$ cat src/rtl/rv_pbus_master_if.sv
// Host-side command/data streams and peripheral memory-access bus
// grouped for rv_pbus_master. The master modport is the burst initiator.
interface rv_pbus_master_if #(
  parameter int LENW = 8
);
  logic            cmd_valid;
  logic            cmd_ready;
  logic            cmd_write;
  logic [31:0]     cmd_adr;
  logic [LENW-1:0] cmd_len;
  logic            wd_valid;
  logic            wd_ready;
  logic [31:0]     wd_data;
  logic            rd_valid;
  logic            rd_ready;
  logic [31:0]     rd_data;
  logic            done;
  logic            err;
  logic [31:0]     p_adr;
  logic            p_we;
  logic            p_re;
  logic [31:0]     p_dw;
  logic [31:0]     p_dr;
  logic            p_ack;

  modport master (
    input  cmd_valid, cmd_write, cmd_adr, cmd_len, wd_valid, wd_data,
           rd_ready, p_dr, p_ack,
    output cmd_ready, wd_ready, rd_valid, rd_data, done, err,
           p_adr, p_we, p_re, p_dw
  );

  modport slave (
    output cmd_valid, cmd_write, cmd_adr, cmd_len, wd_valid, wd_data,
           rd_ready, p_dr, p_ack,
    input  cmd_ready, wd_ready, rd_valid, rd_data, done, err,
           p_adr, p_we, p_re, p_dw
  );
endinterface

$ cat src/rtl/rv_pbus_master.sv
// Burst initiator for the peripheral memory-access bus. Accepts one
// command, performs one strobe/ack access per word, streams write data in
// and read data out, and aborts with a sticky err when no ack arrives
// within TIMEOUT strobe cycles. Every output is a flop; the output flags
// are loaded from the state being entered so they line up with that state.
module rv_pbus_master #(
  parameter int TIMEOUT = 64,
  parameter int LENW    = 8
) (
  input  logic             cclk,
  input  logic             reset,
  rv_pbus_master_if.master bus
);

  localparam int TW = $clog2(TIMEOUT + 1);

  typedef enum logic [2:0] {
    IDLE   = 3'd0,
    WFETCH = 3'd1,
    ACCESS = 3'd2,
    RHOLD  = 3'd3,
    GAP    = 3'd4,
    FIN    = 3'd5
  } state_t;

  state_t          state_r, state_s;
  logic [LENW-1:0] cnt_r, cnt_s;     // words remaining after the current one
  logic [TW-1:0]   tmo_r, tmo_s;     // strobe cycles elapsed without ack
  logic            dir_r, dir_s;     // 1 = write burst
  logic [31:0]     adr_r, adr_s;
  logic [31:0]     dw_r, dw_s;
  logic [31:0]     rdat_r, rdat_s;
  logic            err_r, err_s;
  logic            last_s;
  logic            cmd_ready_r, wd_ready_r, rd_valid_r, done_r, p_we_r, p_re_r;

  // Next-state and datapath decisions for the burst sequencer.
  always_comb begin
    state_s = state_r;
    cnt_s   = cnt_r;
    tmo_s   = tmo_r;
    dir_s   = dir_r;
    adr_s   = adr_r;
    dw_s    = dw_r;
    rdat_s  = rdat_r;
    err_s   = err_r;
    last_s  = (cnt_r == {LENW{1'b0}});
    case (state_r)
      IDLE: begin
        // cmd_ready_r is low only in the first cycle after reset release
        if (bus.cmd_valid && cmd_ready_r) begin
          adr_s   = bus.cmd_adr & 32'hFFFF_FFFC;
          cnt_s   = bus.cmd_len;
          dir_s   = bus.cmd_write;
          err_s   = 1'b0;
          tmo_s   = {TW{1'b0}};
          state_s = bus.cmd_write ? WFETCH : ACCESS;
        end else begin
          state_s = IDLE;
        end
      end
      WFETCH: begin
        if (bus.wd_valid) begin
          dw_s    = bus.wd_data;
          tmo_s   = {TW{1'b0}};
          state_s = ACCESS;
        end else begin
          state_s = WFETCH;
        end
      end
      ACCESS: begin
        if (bus.p_ack) begin
          if (dir_r) begin
            state_s = last_s ? FIN : GAP;
          end else begin
            rdat_s  = bus.p_dr;
            state_s = RHOLD;
          end
        end else if (tmo_r == TW'(TIMEOUT - 1)) begin
          // This was the last permitted strobe cycle: abort the burst
          err_s   = 1'b1;
          state_s = FIN;
        end else begin
          tmo_s   = tmo_r + TW'(1);
        end
      end
      RHOLD: begin
        if (bus.rd_ready) begin
          state_s = last_s ? FIN : GAP;
        end else begin
          state_s = RHOLD;
        end
      end
      GAP: begin
        adr_s   = adr_r + 32'd4;
        cnt_s   = cnt_r - LENW'(1);
        tmo_s   = {TW{1'b0}};
        state_s = dir_r ? WFETCH : ACCESS;
      end
      FIN: begin
        state_s = IDLE;
      end
      default: begin
        state_s = IDLE;
      end
    endcase
  end

  // State, datapath and output registers; flags follow the state being entered.
  always_ff @(posedge cclk or posedge reset) begin
    if (reset) begin
      state_r     <= IDLE;
      cnt_r       <= {LENW{1'b0}};
      tmo_r       <= {TW{1'b0}};
      dir_r       <= 1'b0;
      adr_r       <= 32'h0000_0000;
      dw_r        <= 32'h0000_0000;
      rdat_r      <= 32'h0000_0000;
      err_r       <= 1'b0;
      cmd_ready_r <= 1'b0;
      wd_ready_r  <= 1'b0;
      rd_valid_r  <= 1'b0;
      done_r      <= 1'b0;
      p_we_r      <= 1'b0;
      p_re_r      <= 1'b0;
    end else begin
      state_r     <= state_s;
      cnt_r       <= cnt_s;
      tmo_r       <= tmo_s;
      dir_r       <= dir_s;
      adr_r       <= adr_s;
      dw_r        <= dw_s;
      rdat_r      <= rdat_s;
      err_r       <= err_s;
      cmd_ready_r <= (state_s == IDLE);
      wd_ready_r  <= (state_s == WFETCH);
      rd_valid_r  <= (state_s == RHOLD);
      done_r      <= (state_s == FIN);
      p_we_r      <= (state_s == ACCESS) && dir_s;
      p_re_r      <= (state_s == ACCESS) && !dir_s;
    end
  end

  assign bus.cmd_ready = cmd_ready_r;
  assign bus.wd_ready  = wd_ready_r;
  assign bus.rd_valid  = rd_valid_r;
  assign bus.rd_data   = rdat_r;
  assign bus.done      = done_r;
  assign bus.err       = err_r;
  assign bus.p_adr     = adr_r;
  assign bus.p_we      = p_we_r;
  assign bus.p_re      = p_re_r;
  assign bus.p_dw      = dw_r;

endmodule

$ cat src/flat_wrapper.sv
// flat-port wrapper written by rule: the top's interface ports become plain ports
module rv_pbus_master_flat 
#(
  parameter int TIMEOUT = 64,
  parameter int LENW    = 8
)
  (cclk, reset, bus_cmd_valid, bus_cmd_write, bus_cmd_adr, bus_cmd_len, bus_wd_valid, bus_wd_data, bus_rd_ready, bus_p_dr, bus_p_ack, bus_cmd_ready, bus_wd_ready, bus_rd_valid, bus_rd_data, bus_done, bus_err, bus_p_adr, bus_p_we, bus_p_re, bus_p_dw);
  rv_pbus_master_if #(.LENW(LENW)) bus_i ();
  input  logic cclk;
  input  logic reset;
  input wire logic [$bits(bus_i.cmd_valid)-1:0] bus_cmd_valid;
  input wire logic [$bits(bus_i.cmd_write)-1:0] bus_cmd_write;
  input wire logic [$bits(bus_i.cmd_adr)-1:0] bus_cmd_adr;
  input wire logic [$bits(bus_i.cmd_len)-1:0] bus_cmd_len;
  input wire logic [$bits(bus_i.wd_valid)-1:0] bus_wd_valid;
  input wire logic [$bits(bus_i.wd_data)-1:0] bus_wd_data;
  input wire logic [$bits(bus_i.rd_ready)-1:0] bus_rd_ready;
  input wire logic [$bits(bus_i.p_dr)-1:0] bus_p_dr;
  input wire logic [$bits(bus_i.p_ack)-1:0] bus_p_ack;
  output wire logic [$bits(bus_i.cmd_ready)-1:0] bus_cmd_ready;
  output wire logic [$bits(bus_i.wd_ready)-1:0] bus_wd_ready;
  output wire logic [$bits(bus_i.rd_valid)-1:0] bus_rd_valid;
  output wire logic [$bits(bus_i.rd_data)-1:0] bus_rd_data;
  output wire logic [$bits(bus_i.done)-1:0] bus_done;
  output wire logic [$bits(bus_i.err)-1:0] bus_err;
  output wire logic [$bits(bus_i.p_adr)-1:0] bus_p_adr;
  output wire logic [$bits(bus_i.p_we)-1:0] bus_p_we;
  output wire logic [$bits(bus_i.p_re)-1:0] bus_p_re;
  output wire logic [$bits(bus_i.p_dw)-1:0] bus_p_dw;
  assign bus_i.cmd_valid = bus_cmd_valid;
  assign bus_i.cmd_write = bus_cmd_write;
  assign bus_i.cmd_adr = bus_cmd_adr;
  assign bus_i.cmd_len = bus_cmd_len;
  assign bus_i.wd_valid = bus_wd_valid;
  assign bus_i.wd_data = bus_wd_data;
  assign bus_i.rd_ready = bus_rd_ready;
  assign bus_i.p_dr = bus_p_dr;
  assign bus_i.p_ack = bus_p_ack;
  assign bus_cmd_ready = bus_i.cmd_ready;
  assign bus_wd_ready = bus_i.wd_ready;
  assign bus_rd_valid = bus_i.rd_valid;
  assign bus_rd_data = bus_i.rd_data;
  assign bus_done = bus_i.done;
  assign bus_err = bus_i.err;
  assign bus_p_adr = bus_i.p_adr;
  assign bus_p_we = bus_i.p_we;
  assign bus_p_re = bus_i.p_re;
  assign bus_p_dw = bus_i.p_dw;
  rv_pbus_master #(.TIMEOUT(TIMEOUT), .LENW(LENW)) u_core (.cclk(cclk), .reset(reset), .bus(bus_i));
endmodule
$ cat config.mk
export PLATFORM = sky130hd
export DESIGN_NAME = rv_pbus_master_flat
export DESIGN_NICKNAME = d
export VERILOG_FILES = /design/src/rtl/rv_pbus_master_if.sv /design/src/rtl/rv_pbus_master.sv /design/src/flat_wrapper.sv
export SDC_FILE = /design/constraint.sdc
export NUM_CORES = 1
export LEC_CHECK = 0
export ABC_CLOCK_PERIOD_IN_PS = 4500
export CAP_MARGIN = 5
export CORE_ASPECT_RATIO = 1.25
export CORE_MARGIN = 1.5
export CORE_UTILIZATION = 30
export CTS_CLUSTER_DIAMETER = 30
export DETAILED_ROUTE_END_ITERATION = 10
export MAX_ROUTING_LAYER = met4
export PLACE_DENSITY = 0.63
export SYNTH_ARGS = -nofsm -noshare
export SYNTH_HDL_FRONTEND = slang
export SYNTH_SLANG_ARGS = --single-unit
$ cat constraint.sdc
create_clock -name cclk -period 4.5 [get_ports cclk]
set_input_delay 0.675 -clock cclk [delete_from_list [all_inputs] [get_ports cclk]]
set_output_delay 0.675 -clock cclk [all_outputs]
set_load 0.03 [all_outputs]
After elaboration in Yosys (flattened, before gate mapping) --
Cells that the tools add are included.
Word-level totals: register bits 122, output and inout bits 103, word-level logic and storage cells 72, bits of input ports 111
Cells by class: equality and inequality tests 14, bitwise operators 1, multiplexer cells 25, add/sub/neg operators 3, reduce and logical (&&, ||, !) cells 15
Operators by type and width (count):
- one-hot mux 32 bit (2 select lines) | 1
- adder 32 x 3 -> 32 bit, second input constant | 1
- two-way mux 32 bit | 1
- two-way mux 7 bit | 4
- one-hot mux 7 bit (4 select lines) | 1
- one-hot mux 8 bit (2 select lines) | 1
- two-way mux 3 bit | 5
- one-hot mux 3 bit (5 select lines) | 1
- == test 3 x 2 -> 1 bit, second input constant | 4
- logical NOT 8 bit | 1
- two-way mux 8 bit | 1
- subtractor 8 x 1 -> 8 bit, second input constant | 1
- adder 7 x 1 -> 7 bit, second input constant | 1
- == test 7 x 6 -> 1 bit, second input constant | 1
- == test 3 x 1 -> 1 bit, second input constant | 2
- == test 3 bit, second input constant | 2
- logical NOT 3 bit | 2
- two-way mux 1 bit | 6
- two-way mux 2 bit | 3
- != test 2 bit, second input constant | 3
- AND reduction 5 bit | 1
- != test 2 x 1 -> 1 bit, second input constant | 2
- AND reduction 2 bit | 2
- AND reduction 4 bit | 1
- other kinds (7) | 10

Longest topological paths before layout --
depth after elaboration 7, gate-level depth with buffers 7, depth with buffers taken out 6

Worst setup path after synthesis --
No wires, ideal clock.
kind reg-to-reg, start reg u_core.adr_r[14] (netlist: u_core.bus.p_adr[14]), end reg u_core.adr_r[27] (netlist: u_core.bus.p_adr[27]), buffers on the path 1, data required time 4.377 ns, stages on the path, launching flop included 7, clock period less this slack 2.146 ns, arrival 2.023 ns, library setup time 0.123 ns, setup slack 2.354 ns, path through dfrtp_1 -> buf_2 -> nand4_1 -> nor4_1 -> and2_1 -> nand4_1 -> o221a_2
Between the ends: longest elaborated chain between the ends 2
RTL lines:
- from (decl) | RTL line rv_pbus_master.sv:30 | logic [31:0] adr_r, adr_s;
- from (signal assigned) | RTL line rv_pbus_master.sv:131 | adr_r <= adr_s;
- adder 32 x 3 -> 32 bit | RTL line rv_pbus_master.sv:95 | adr_s = adr_r + 32'd4;
- one-hot mux 32 bit (2 select lines) | RTL line rv_pbus_master.sv:48 | case (state_r)
No other way between the ends. A chain may end at the register's enable or synchronous reset.

Worst setup path in the final report --
start reg u_core.state_r[2], end reg u_core.adr_r[17] (netlist: u_core.bus.p_adr[17])
Between the ends: longest elaborated chain between the ends 3, elaborated cells on any way between the ends 6, classes of those cells 2 x eq/ne; 1 x mux; 3 x reduce/logical
RTL lines:
- from (decl) | RTL line rv_pbus_master.sv:26 | state_t state_r, state_s;
- from (signal assigned) | RTL line rv_pbus_master.sv:127 | state_r <= state_s;
- == test 3 bit or logical NOT 3 bit (tied branches) | RTL line rv_pbus_master.sv:48
- nonzero test 2 bit (no source line) or != test 2 x 1 -> 1 bit (tied branches)
- AND reduction 2 bit (no source line)
Parallel ways exist; a longest one is shown, timed or not.

==> reports/qor.yml <==
avgSynthCellArea_sq_um: 11.56
place_inst: 884
drv_slew: 0
path_max_fanout: 15
ios: 214
die_width_um: 123.1
ant_nets: 0
min_from: "u_core.bus.err"
initial_core_util_pct: 30.80
cts_hold_buf: 0
grt_first_pass_wirelength_mm: 23.55
core_area_sq_mm: 0.01757
total_power_w: 0.006440
drive_gt1_share_pct: 17.51
dp_slack_ns: 1.509
grtUsageTotal_pct: 16.28
drt_pre_antenna_iters: 4
hold_class: "reg2reg"
post_cts_resized: 0
min_period_ns: 2.606
grt_max_degree: 68
arrival_ns: 2.90
ys_warn_count: 0
cts_tree: "yes"
comb_power_share_pct: 47.5
ir_drop_uv: 327.2
synth.cell_area_sq_mm: 0.005411
p_int_w: 0.003881
synth_edf_count: 0
synthFlopType: "dfrtp_1"
overflow: 0
fin_cells: 915
cts_sinks: 120
yosysUniqueCellTypes: 56
fin_worst_skew_ns: 0.006873
slew_headroom_pct: 23.95
start_kind: "flip-flop"
drc: 0
rsz0062_at_grt: "no"
status: "completed"
cp-end-kind: "flip-flop"
async_flop_share_pct: 100.0
max-cap-violations: 0
holdPathEnd: "u_core.bus.err"
wl_per_cell_um: 16.26
worstReg2RegStart: "u_core.state_r[2]"
p_sw_share_pct: 39.74
hold_depth: 2
r2r_end: "u_core.bus.p_adr[17]"
cp.required_ns: 4.79
p_sw_w: 0.002559
power_frac_seq_pct: 31.3
worstMarginPinSlew_ns: 1.130
drt-total-wl_mm: 14.88
finalWorstSetupSlack_ns: 1.894
grt_pass1_vias: 4706
nNetsFinal: 793
vias_per_cell: 4.992
vias: 4568
numCtsBuffers: 17
die_area_sq_mm: 0.01886
clockRootBuffer: "clkbuf_16"
netlist_instances: 468
timing.fmax_mhz: 383.7
gp_congestion: 0.8284
fin_setup_tns_ns: 0
io_buffers: 209
power_leakage_nw: 3.342
htree_levels: 4
fillers: 1619
antenna_found_initial: 0
clockBufferDepth: 2
syn_to_final_growth_pct: 54.15
p_per_area_mw_per_mm2: 772.1
finalSetupViolCount: 0
drtIter0Drc: 192
dieHeight_um: 153.2
n_antenna_cell: 0
clkTransAtPathRegs_ns: 0.05
synth_seq_cells: 120
rows: 54
clk_latency_ns: 0.41
postCtsSetupBuffers: 0
pwr-share-clk_pct: 21.3
ff2ff_path_depth: 5
r2r_setup_slack_ns: 1.89
yosysSeqAreaShare_pct: 55.49
final_hold_viol_count: 0
min_period_over_period_pct: 57.91
dpl.hpwl_mm: 10.83
crit_type: "reg2reg"
==> metrics by stage <==
step                      hold slack, ns  cell area [sq um]  utilization (%)
final                             0.4980               8342            47.49
after global routing              0.5171               8342            47.49
after CTS                         0.5033               8342            47.49
after detailed placement          0.4910               7736            44.04
after global placement            0.4654               7736            44.04
after floorplan                   0.4429               5415                -
==> power by group through the flow <==
| stage | clock (W) | sequential, W | combinational (W) |
|---|---|---|---|
| floorplan | 0 | 0.00280 | 0.00100 |
| global placement | 0 | 0.00199 | 0.00303 |
| detailed placement | 0 | 0.00202 | 0.00308 |
| CTS | 0.00141 | 0.00201 | 0.00309 |
| global route | 0.00147 | 0.00209 | 0.00325 |
| finish | 0.00137 | 0.00201 | 0.00306 |
==> kinds of logic after synthesis <==
kind of cell	after synthesis	synth area share, %
simple gates	154	15.51
compound gates	89	11.65
fa+ha+maj	3	0.6937
buf+inv	35	2.890
other cells	1	0.06930
flops	120	55.49
mux	66	13.69
==> cell type report <==
type,count,area (sq um),share of cell area [%]
repair buffers,217,2152,25.80
multi-input cells,314,2265,27.15
inverters,9,36.28,0.4350
flip-flops and latches,120,3003,36.00
clock inverters,11,148.9,1.785
well taps,224,280.3,3.360
clock buffers,20,456.7,5.475
==> cells in the mapped netlist, types with 4 or more instances <==
| master | n | area share (%) |
|---|---|---|
| mux2_2 | 64 | 13 |
| nand3_1 | 21 | 1.9 |
| a21oi_1 | 15 | 1.4 |
| dfrtp_1 | 120 | 55 |
| a31o_2 | 4 | 0.65 |
| and4_1 | 4 | 0.65 |
| nand2_1 | 31 | 2.2 |
| a211oi_1 | 12 | 1.7 |
| buf_1 | 4 | 0.28 |
| o21ai_0 | 17 | 1.6 |
| nand4_1 | 15 | 1.7 |
| a311oi_1 | 6 | 0.97 |
| nand2b_1 | 4 | 0.46 |
| nor2_1 | 33 | 2.3 |
| and3_1 | 6 | 0.69 |
| a31oi_1 | 4 | 0.46 |
| o211ai_1 | 9 | 1.2 |
| clkbuf_1 | 16 | 1.1 |
| inv_1 | 9 | 0.62 |
| nor3_1 | 14 | 1.3 |
| o221a_2 | 4 | 0.83 |
==> layout by cell type, fill, tap and decap left out, types with 8 or more instances in the layout <==
master           count
o21ai_0             17
clkdlybuf4s50_1    209
nand3_1             21
o211ai_1             9
nand4_1             15
dfrtp_1            120
clkbuf_16           17
a211oi_1            12
nor2_1              33
a21oi_1             15
mux2_2              64
buf_4                8
nor3_1              14
nand2_1             31
inv_1                8
==> layer usage <==
layer  GRT usage (%)  routed length, um
met5               -                  0
met4           4.871                174
met3           4.328                880
met2           27.67               7701
met1           18.61               6122
==> how the worst max path moves through the flow <==
stage                                 start                   end  cells after the start
final                     u_core.state_r[2]  u_core.bus.p_adr[17]                      5
after global placement        bus_cmd_valid  u_core.bus.cmd_ready                      7
after detailed placement      bus_cmd_valid  u_core.bus.cmd_ready                      7
after floorplan                       reset  u_core.bus.cmd_ready                      1
after CTS                 u_core.state_r[2]  u_core.bus.p_adr[17]                      5
after global routing      u_core.state_r[0]  u_core.bus.p_adr[17]                      5
==> registers in the layout, indices dropped and copies added, names as in the netlist, 3 cells and up <==
name and flops:
u_core.bus.p_adr 30, u_core.state_r 3, u_core.bus.p_dw 32, u_core.tmo_r 7, u_core.bus.rd_data 32, u_core.cnt_r 8
==> worst max-delay path, stage by stage (launching register included) <==
cell	delay, ns
dfrtp_1	0.55
or3b_1	0.68
nor4_4	0.62
nand4_1	0.18
and3_1	0.21
a211o_1	0.25
No activity file was read; power rests on OpenSTA's default activity.
